**src/rtl/column_scanner_if.sv**
```systemverilog
// Bus bundle for column_scanner: scan controls in, registered column drive out.
// The driving side uses the master modport and the scanner uses the slave modport.
interface column_scanner_if #(
  parameter int N     = 6,
  parameter int DIV_W = 8
);
  localparam int IDX_W = (N <= 2) ? 1 : $clog2(N);

  logic             en;
  logic             dir;
  logic [DIV_W-1:0] div;
  logic             sync;
  logic [N-1:0]     q;
  logic [IDX_W-1:0] col_idx;
  logic             step;
  logic             frame;
  logic             running;

  // Handshake: there is no back-pressure. Control inputs are sampled on every
  // rising clock edge. step marks each cycle that carries a new column value,
  // frame marks the cycles where that value is the start column, and running
  // shows the FSM state (1 = RUN).
  modport master (
    output en, dir, div, sync,
    input  q, col_idx, step, frame, running
  );

  modport slave (
    input  en, dir, div, sync,
    output q, col_idx, step, frame, running
  );
endinterface

```
**src/rtl/column_scanner.sv**
```systemverilog
// One-hot LED column scanner with a programmable step divider, a scan direction
// and a sync pulse that restarts the frame. All outputs are registered.
module column_scanner #(
  parameter int N     = 6,
  parameter int DIV_W = 8
) (
  input logic             clk,
  input logic             rst_n,
  column_scanner_if.slave bus
);
  localparam int IDX_W = (N <= 2) ? 1 : $clog2(N);
  localparam logic [IDX_W-1:0] LAST  = IDX_W'(N - 1);
  localparam logic [N-1:0]     Q_ONE = N'(1);

  typedef enum logic {IDLE = 1'b0, RUN = 1'b1} state_t;

  state_t           state_r, state_n;
  logic [DIV_W-1:0] cnt_r, cnt_n;
  logic [IDX_W-1:0] idx_r, idx_n;
  logic [N-1:0]     q_r, q_n;
  logic             step_r, step_n;
  logic             frame_r, frame_n;
  logic [IDX_W-1:0] start_col, adv_col;

  // The start column and the step direction follow the live dir input, so a
  // direction change affects only the next advance.
  always_comb begin
    start_col = bus.dir ? LAST : '0;
    if (bus.dir) adv_col = (idx_r == '0)   ? LAST : idx_r - IDX_W'(1);
    else         adv_col = (idx_r == LAST) ? '0   : idx_r + IDX_W'(1);
  end

  always_comb begin
    state_n = state_r;
    cnt_n   = cnt_r;
    idx_n   = idx_r;
    step_n  = 1'b0;
    frame_n = 1'b0;
    case (state_r)
      IDLE: begin
        cnt_n = '0;
        idx_n = '0;
        if (bus.en) begin
          state_n = RUN;
          idx_n   = start_col;
          step_n  = 1'b1;
          frame_n = 1'b1;
        end
      end
      RUN: begin
        if (!bus.en) begin
          state_n = IDLE;
          cnt_n   = '0;
          idx_n   = '0;
        end else if (bus.sync) begin
          cnt_n   = '0;
          idx_n   = start_col;
          step_n  = 1'b1;
          frame_n = 1'b1;
        end else if (cnt_r >= bus.div) begin
          // >= rather than == so that lowering div below cnt advances at once.
          cnt_n   = '0;
          idx_n   = adv_col;
          step_n  = 1'b1;
          frame_n = (adv_col == start_col);
        end else begin
          cnt_n = cnt_r + DIV_W'(1);
        end
      end
      default: begin
        state_n = IDLE;
        cnt_n   = '0;
        idx_n   = '0;
      end
    endcase
    q_n = (state_n == RUN) ? (Q_ONE << idx_n) : '0;
  end

  always_ff @(posedge clk or negedge rst_n) begin
    if (!rst_n) begin
      state_r <= IDLE;
      cnt_r   <= '0;
      idx_r   <= '0;
      q_r     <= '0;
      step_r  <= 1'b0;
      frame_r <= 1'b0;
    end else begin
      state_r <= state_n;
      cnt_r   <= cnt_n;
      idx_r   <= idx_n;
      q_r     <= q_n;
      step_r  <= step_n;
      frame_r <= frame_n;
    end
  end

  assign bus.q       = q_r;
  assign bus.col_idx = idx_r;
  assign bus.step    = step_r;
  assign bus.frame   = frame_r;
  assign bus.running = (state_r == RUN);
endmodule
```
**src/flat_wrapper.sv**
```systemverilog
// flat-port wrapper written by rule: the top's interface ports become plain ports
module column_scanner_flat 
#(
  parameter int N     = 6,
  parameter int DIV_W = 8
)
  (clk, rst_n, bus_en, bus_dir, bus_div, bus_sync, bus_q, bus_col_idx, bus_step, bus_frame, bus_running);
  column_scanner_if #(.N(N), .DIV_W(DIV_W)) bus_i ();
  input logic clk;
  input logic rst_n;
  input wire logic [$bits(bus_i.en)-1:0] bus_en;
  input wire logic [$bits(bus_i.dir)-1:0] bus_dir;
  input wire logic [$bits(bus_i.div)-1:0] bus_div;
  input wire logic [$bits(bus_i.sync)-1:0] bus_sync;
  output wire logic [$bits(bus_i.q)-1:0] bus_q;
  output wire logic [$bits(bus_i.col_idx)-1:0] bus_col_idx;
  output wire logic [$bits(bus_i.step)-1:0] bus_step;
  output wire logic [$bits(bus_i.frame)-1:0] bus_frame;
  output wire logic [$bits(bus_i.running)-1:0] bus_running;
  assign bus_i.en = bus_en;
  assign bus_i.dir = bus_dir;
  assign bus_i.div = bus_div;
  assign bus_i.sync = bus_sync;
  assign bus_q = bus_i.q;
  assign bus_col_idx = bus_i.col_idx;
  assign bus_step = bus_i.step;
  assign bus_frame = bus_i.frame;
  assign bus_running = bus_i.running;
  column_scanner #(.N(N), .DIV_W(DIV_W)) u_core (.clk(clk), .rst_n(rst_n), .bus(bus_i));
endmodule
```
**config.mk**
```make
export PLATFORM = sky130hd
export DESIGN_NAME = column_scanner_flat
export DESIGN_NICKNAME = d
export VERILOG_FILES = /design/src/rtl/column_scanner_if.sv /design/src/rtl/column_scanner.sv /design/src/flat_wrapper.sv
export SDC_FILE = /design/constraint.sdc
export NUM_CORES = 1
export LEC_CHECK = 0
export ABC_CLOCK_PERIOD_IN_PS = 2940
export BUFFER_PORTS_ARGS = -buffer_cell sky130_fd_sc_hd__buf_4
export CAP_MARGIN = 40
export CORE_MARGIN = 2
export CORE_UTILIZATION = 54
export DETAILED_ROUTE_END_ITERATION = 10
export PLACE_DENSITY = 0.87
export SETUP_SLACK_MARGIN = 0.2
export SYNTH_ARGS = -nofsm -noshare
export SYNTH_HDL_FRONTEND = slang
export SYNTH_SLANG_ARGS = --single-unit
```
**constraint.sdc**
```tcl
create_clock -name clk -period 2.94 [get_ports clk]
set_input_delay 0.294 -clock clk [delete_from_list [all_inputs] [get_ports clk]]
set_output_delay 0.294 -clock clk [all_outputs]
set_load 0.03 [all_outputs]
```
# After elaboration in Yosys (flattened, before gate mapping)
# Index checks and enable logic that the tools add are counted.
classes:
  magnitude_cmp: 1
  mux: 23
  shift: 1
  reduce_logical: 1
  n_addsub: 3
  n_eq_ne: 2
  n_bitwise: 1
op_table:
  columns: ["cell", "count"]
  rows:
  - ["2-to-1 mux 3 bit", 8]
  - ["2-to-1 mux 8 bit", 3]
  - ["case mux 8 bit (2 select lines)", 1]
  - ["adder 8 x 1 -> 8 bit, second input constant", 1]
  - ["greater-or-equal comparator 8 bit", 1]
  - ["2-to-1 mux 1 bit", 7]
  - ["2-to-1 mux 6 bit", 1]
  - ["case mux 3 bit (2 select lines)", 1]
  - ["<< shifter 1 x 3 -> 6 bit, first input constant", 1]
  - ["case mux 1 bit (2 select lines)", 2]
  - ["adder 3 x 1 -> 3 bit, second input constant", 1]
  - ["equality test 3 bit", 1]
  - ["equality test 3 bit, second input constant", 1]
  - ["logical NOT 3 bit", 1]
  - ["subtractor 3 x 1 -> 3 bit, second input constant", 1]
  - ["NOT 1 bit", 1]
totals:
  out_inout_bits: 12
  input_bits: 13
  register_bits: 20

# Longest topological paths before layout
# Gate-level depths: netlist of run 1.
depth:
  word_depth: 9
  ltp_mapped: 10
  depth_no_buf: 9

# Worst setup path after synthesis of run 1
# OpenSTA, ideal clock, no wires.
synth_path:
  kind: "register to register"
  start: "register u_core.cnt_r[2]"
  end: "register u_core.q_r[0] (netlist: u_core.bus.q[0])"
  stages_incl_launch_ff: 9
  setup_slack_ps: 819
  arrival_ps: 2026
  required_time_ps: 2845
  setup_time_ps: 95
  n_path_buf: 0
  path_cell_list: "dfrtp_1 -> ha_1 -> and3_1 -> o21ai_2 -> a21oi_2 -> o31a_1 -> a211oi_2 -> inv_2 -> nor4b_2"
synth_between:
  elab_chain_len: 7
synth_rtl:
  columns: ["element", "line", "source"]
  rows:
  - ["start, declared", "column_scanner.sv:18", "logic [DIV_W-1:0] cnt_r, cnt_n;"]
  - ["start signal, assigned", "column_scanner.sv:89", "cnt_r <= cnt_n;"]
  - ["greater-or-equal comparator 8 bit", "column_scanner.sv:60", "end else if (cnt_r >= bus.div) begin"]
  - ["2-to-1 mux 3 bit", "column_scanner.sv:60", null]
  - ["2-to-1 mux 3 bit", "column_scanner.sv:55", "end else if (bus.sync) begin"]
  - ["2-to-1 mux 3 bit", "column_scanner.sv:51", "if (!bus.en) begin"]
  - ["case mux 3 bit (2 select lines)", "column_scanner.sv:39", "case (state_r)"]
  - ["named net u_core.idx_n[1]", "column_scanner.sv:19", "logic [IDX_W-1:0] idx_r, idx_n;"]
  - ["<< shifter 1 x 3 -> 6 bit", "column_scanner.sv:76", "q_n = (state_n == RUN) ? (Q_ONE << idx_n) : '0;"]
  - ["2-to-1 mux 6 bit", "column_scanner.sv:76", null]
  - ["named net u_core.q_n[0]", "column_scanner.sv:20", "logic [N-1:0] q_r, q_n;"]
  - ["end signal, assigned", "column_scanner.sv:91", "q_r <= q_n;"]
  - ["end, declared", "column_scanner.sv:20", null]
# The timed path passes the listed nets, and every way through them passes these cells.

# Worst setup path after layout of run 1
layout_path:
  start: "register u_core.cnt_r[5]"
  end: "register u_core.q_r[0] (netlist: u_core.bus.q[0])"
# Same word-level chain as after synthesis.

==> reports/metrics.yaml, run 1 <==
run_status: "finished clean"
setup.worst_path.class: "flop to flop"
globalplace.congestion: 0.8784
path_depth: 7
post-dp-hpwl_um: 1988
ioPinCount: 25
setup_viol: 0
ys_ff_latch: 20
path_max_fanout: 11
vias: 1021
fp.dieH_um: 52.43
power_density_nw_per_um2: 411.3
synth_area_leader_cell: "dfrtp_1"
crit_path_max_incr_delay_ns: 0.56
antenna_found_initial: 0
h-tree-depth: 1
slew_violations: 0
post-route-min-period_ns: 2.443
finClkSkew_ns: 0.01106
avgSynthCellArea_sq_um: 10.29
leakagePower_uw: 0.0007446
clock_latency_ns: 0.31
drt_iter0_markers: 17
grt-ovfl-total: 0
most-common-layout-cells: "24 x buf_4, 20 x dfrtp_1, 10 x inv_1, 10 x nor2_1, 9 x ha_1"
synth.net_count: 145
layout_commonest_cell: "buf_4"
synthArstFlopShare_pct: 100.0
synth_edf_count: 0
cts_tree: "done"
syn_area_sq_um: 1266
n_antenna_cell: 0
critPathSlowestCell: "o21bai_1"
synth_top_area_share_pct: 39.53
synthToLayoutAreaGrowth_pct: 19.27
fp.dieW_um: 52.43
antenna_left: 0
firstDrtPassIters: 4
drc: 0
ys_seq_area_share_pct: 39.53
start_kind: "flop"
clk_pin_slew_ns: 0.12
min_period_over_period_pct: 83.09
tns_ns: 0
synth_area_leaders: "dfrtp_1 40%, ha_1 8.9%, xor2_1 3.5%, inv_1 3.0%, nor2_1 3.0%"
grt_util_all_layers_pct: 21.48
path_common_cell: "a211oi_2"
grt_pass1_vias: 996
finalPower_uw: 621.2
fillers: 171
hold_viol_final: 0
clock.fmax_mhz: 409.4
critical-path-top-delay-family: "compound AO/OA/AOI/OAI gates"
max_slew_margin_pct: 54.70
drive_gt1_share_pct: 31.76
clkSinkCount: 20
final_nets: 171
clock_path_buffers: 2
grt_start_max_net_pins: 21
rsz0062_at_grt: "no"
reg2regPathDepth: 7
postSynthCellCount: 123
synth_ff_type: "dfrtp_1"
grt_pass1_wl_um: 4243
wl_per_cell_um: 14.89
worst_ep_arrival_time_ns: 2.66
ys_types: 47
worstPathRequired_ns: 3.15
numCtsBuffers: 3
core_sq_um: 2212
io_buffers: 24
initial_utilization_pct: 57.24
path_buf_inv: 1
endpoint_kind: "flop"
hold_path_depth: 1
ir_worst_vdd_v: 0.0003320
crit_chain: "ha_1 -> a211oi_2 -> o21bai_1 -> nor3_1 -> a211oi_2 -> inv_2 -> nor4b_2"
viasPerCell: 5.801
drt_wl_total_um: 2620
hold_path_class: "primary input to flop"
fp.dieArea_sq_um: 2748
ys_warn_count: 0
cts_root_buf: "clkbuf_4"
core.rowCount: 17
maxCapViolations: 0
tightest_slew_ns: 0.6781
post_cts_buffers: 0
[stage by stage]
stage / setup slack [ns] / area, sq um / util, % / hold WS (ns) / instances
after floorplan: 0.8186 / 1266 / - / -0.001591 / 123
after global placement: 0.6635 / 1448 / 65.44 / 0.1812 / 171
after detailed placement: 0.5716 / 1448 / 65.44 / 0.1891 / 171
after CTS: 0.5371 / 1510 / 68.27 / 0.1482 / 176
after global routing: 0.3264 / 1510 / 68.27 / 0.1577 / 176
final: 0.4973 / 1510 / 68.27 / 0.1498 / 176
[layer usage]
layer	wire length [um]	part of all wire (%)	track usage (%)
met4	71	2.7	11.11
met3	146	5.6	4.286
met2	1355	52	37.50
met5	0	0	0
met1	1047	40	24.50
[cell families (layout without fill, tap and decap cells)]
kind of cell | Yosys count | in the layout | share of synthesized area (%)
AOI/OAI and AO/OA | 26 | 26 | 18.58
xor gates and xnor gates | 6 | 6 | 4.150
adders and majority gates | 9 | 9 | 8.893
buffers and inverters | 15 | 40 | 5.929
DFF | 20 | 20 | 39.53
muxes | 1 | 1 | 0.8893
and+or+nand+nor | 46 | 46 | 22.04
[area by class of cell]
type | instances | area [sq um] | share of cell area [%]
sequential | 20 | 500.5 | 33.14
multi-input combinational | 88 | 690.7 | 45.73
inverter | 11 | 41.29 | 2.734
timing repair buffer | 25 | 190.2 | 12.59
tap | 28 | 35.03 | 2.320
clock buffer | 3 | 22.52 | 1.491
clock inverter | 1 | 30.03 | 1.988
[report_power, final]
group	total, uW	internal (uW)	switching, uW
sequential	293	283	9.25
combinational	102	44.2	57.7
clock	227	138	88.8
[synthesized netlist by cell type (4+ instances only)]
library cell   n
nor3_1         5
ha_1           9
and3_1         5
inv_1         10
o21ai_0        4
dfrtp_1       20
nand3_1        6
nor2_1        10
xor2_1         5
nand2_1        4
[sequential cells by signal (all words and copies together), names as in the netlist]
name,flops
u_core.bus.step,1
u_core.bus.frame,1
u_core.bus.running,1
u_core.bus.col_idx,3
u_core.cnt_r,8
u_core.bus.q,6
[final timing paths]
kind / from / end / slack [ns]
max: u_core.cnt_r[5]$_DFF_PN0_ / u_core.bus.q[0]$_DFF_PN0_ / 0.50
min: bus_en / u_core.bus.running$_DFF_PN0_ / 0.15
max reg2reg: u_core.cnt_r[5]$_DFF_PN0_ / u_core.bus.q[0]$_DFF_PN0_ / 0.50
min reg2reg: u_core.cnt_r[0]$_DFF_PN0_ / u_core.cnt_r[0]$_DFF_PN0_ / 0.55
max in group asynchronous: rst_n / u_core.bus.q[0]$_DFF_PN0_ / 2.34
min in group asynchronous: rst_n / u_core.cnt_r[0]$_DFF_PN0_ / 0.38
[what timing repair did]
action                    in CTS  in global routing
hold endpoints to repair      20                  0
hold buffers                   1                  0
gates resized for setup        0                  0
Power figures use the tool's default switching activity.
==> inputs of run 2 (changes only) <==
Settings changed: ABC_CLOCK_PERIOD_IN_PS 2940 to 2300.
Clock period 2.94 ns to 2.3 ns, I/O delays scaled along.
==> reports/metrics.yaml, run 2 (same netlist as run 1, synthesis figures left out) <==
hold_slack_ns: 0.1261
grt_pass1_vias: 1228
setup.worst_path.end: "u_core.bus.q[4]$_DFF_PN0_"
grt-busiest-layer: "met2"
max_slew_margin_pct: 70.68
drc: 0
viasPerCell: 6.155
clock.fmax_mhz: 446.7
grt_util_all_layers_pct: 27.96
timing.rr.end: "u_core.bus.q[4]$_DFF_PN0_"
clock_latency_ns: 0.30
initial_utilization_pct: 57.24
setup_ws_ns: 0.06121
globalplace.congestion: 0.8458
pwr-share-clk_pct: 34.8
fp.dieH_um: 52.43
wl_per_cell_um: 20.20
numCtsBuffers: 3
drt_wl_total_um: 4040
tightest_slew_ns: 0.4378
core.rowCount: 17
reg2reg_slack_ns: 0.06
synthToLayoutAreaGrowth_pct: 47.53
fp.dieW_um: 52.43
finalPower_uw: 835.1
endpoint_kind: "flop"
seq_power_share_pct: 44.6
grt_start_max_net_pins: 21
final_core_util_pct: 84.45
fin_area_sq_um: 1868
finClkSkew_ns: 0.009959
firstDrtPassIters: 4
min_period_over_period_pct: 97.34
power_frac_comb_pct: 20.6
crit_path_start: "u_core.cnt_r[2]$_DFF_PN0_"
leakagePower_uw: 0.0008966
core_sq_um: 2212
grt-ovfl-total: 0
antenna_found_initial: 0
internal_power_uw: 613.4
ioPinCount: 25
drt_iter0_markers: 46
clkSinkCount: 20
placed_area_sq_um: 1508
clock_path_buffers: 2
fp.dieArea_sq_um: 2748
worstPathRequired_ns: 2.55
io_buffers: 24
final_nets: 195
ir_worst_vdd_v: 0.0004837
start_kind: "flop"
regMostFlops: "u_core.cnt_r"
r2r-start: "u_core.cnt_r[2]$_DFF_PN0_"
path_max_fanout: 5
vias: 1231
post-dp-hpwl_um: 2103
n_antenna_cell: 0
antenna_left: 0
run_status: "finished clean"
power_density_nw_per_um2: 447.1
power_switching_uw: 221.7
post-route-min-period_ns: 2.239
place_ws_ns: -0.06076
h-tree-depth: 1
slew_violations: 0
swShare_pct: 26.55
cts_tree: "done"
clk_pin_slew_ns: 0.13
worst_ep_arrival_time_ns: 2.48
hold_viol_final: 0
setup.worst_path.class: "flop to flop"
grt_pass1_wl_um: 5568
grtUsageMet3_pct: 3.714
hold_path_class: "primary input to flop"
met2_usage_pct: 50.00
reg2regPathDepth: 8
layout_commonest_cell: "buf_4"
use_met1_pct: 31.91
maxCapViolations: 0
setup_viol: 0
drive_gt1_share_pct: 50.58
most-common-layout-cells: "46 x buf_4, 20 x dfrtp_1, 10 x nor2_1"
rsz0062_at_grt: "yes"
largest_register_ffs: 8
cts_root_buf: "clkbuf_4"
[run 2: worst min-delay path by stage]
stage                                 endpoint    from  slack (ns)  cells past startpoint
2_1_floorplan  u_core.bus.col_idx[0]$_DFF_PN0_   rst_n       -0.07                      0
3_3_place_gp      u_core.bus.running$_DFF_PN0_   rst_n        0.11                      1
3_5_place_dp   u_core.bus.col_idx[2]$_DFF_PN0_   rst_n        0.12                      1
4_1_cts           u_core.bus.running$_DFF_PN0_  bus_en         0.1                      1
5_1_grt           u_core.bus.running$_DFF_PN0_  bus_en        0.11                      1
6_report          u_core.bus.running$_DFF_PN0_  bus_en        0.13                      1
[run 2: layout make-up]
cell class	count	area [sq um]
flip-flops and latches	20	500.5
fillers	116	344.1
well taps	28	35.03
clock buffers	3	22.52
multi-input cells	88	860.8
inverters	11	41.29
repair buffers	49	377.9
clock inverters	1	30.03
[run 2: repair_timing]
action                                 in CTS  in global routing
resized for setup                          10                 18
setup endpoints to repair                   9                 16
setup buffers                              10                  6
endpoints found under the hold margin      20                  0
hold buffers                                1                  0
pin swaps                                   7                 12
[run 2: through the flow]
step | TNS (ns) | cells
2_1_floorplan | 0 | 123
3_3_place_gp | 0 | 179
3_5_place_dp | -0.1016 | 179
4_1_cts | 0 | 194
5_1_grt | -0.01328 | 200
6_report | 0 | 200
[run 2: layer usage]
metal	routed length, um	vias up
met5	0	-
met4	182	0
met3	245	23
met2	2171	84
met1	1441	586
li1	-	538
[run 2: critical path, stage by stage (launching register included)]
cell and delay (ns):
dfrtp_1 0.45, ha_4 0.26, and3_4 0.18, o21ai_4 0.19, a21oi_4 0.11, o31a_1 0.35, a211oi_4 0.26, buf_4 0.19
and3_1 0.18
[run 2: power groups by stage]
| stage | Clock, uW | Combinational, uW | Sequential (uW) |
|---|---|---|---|
| floorplan | 0 | 60.2 | 397 |
| global placement | 0 | 131 | 377 |
| detailed placement | 0 | 136 | 377 |
| CTS | 291 | 146 | 371 |
| global route | 307 | 182 | 373 |
| finish | 291 | 172 | 372 |
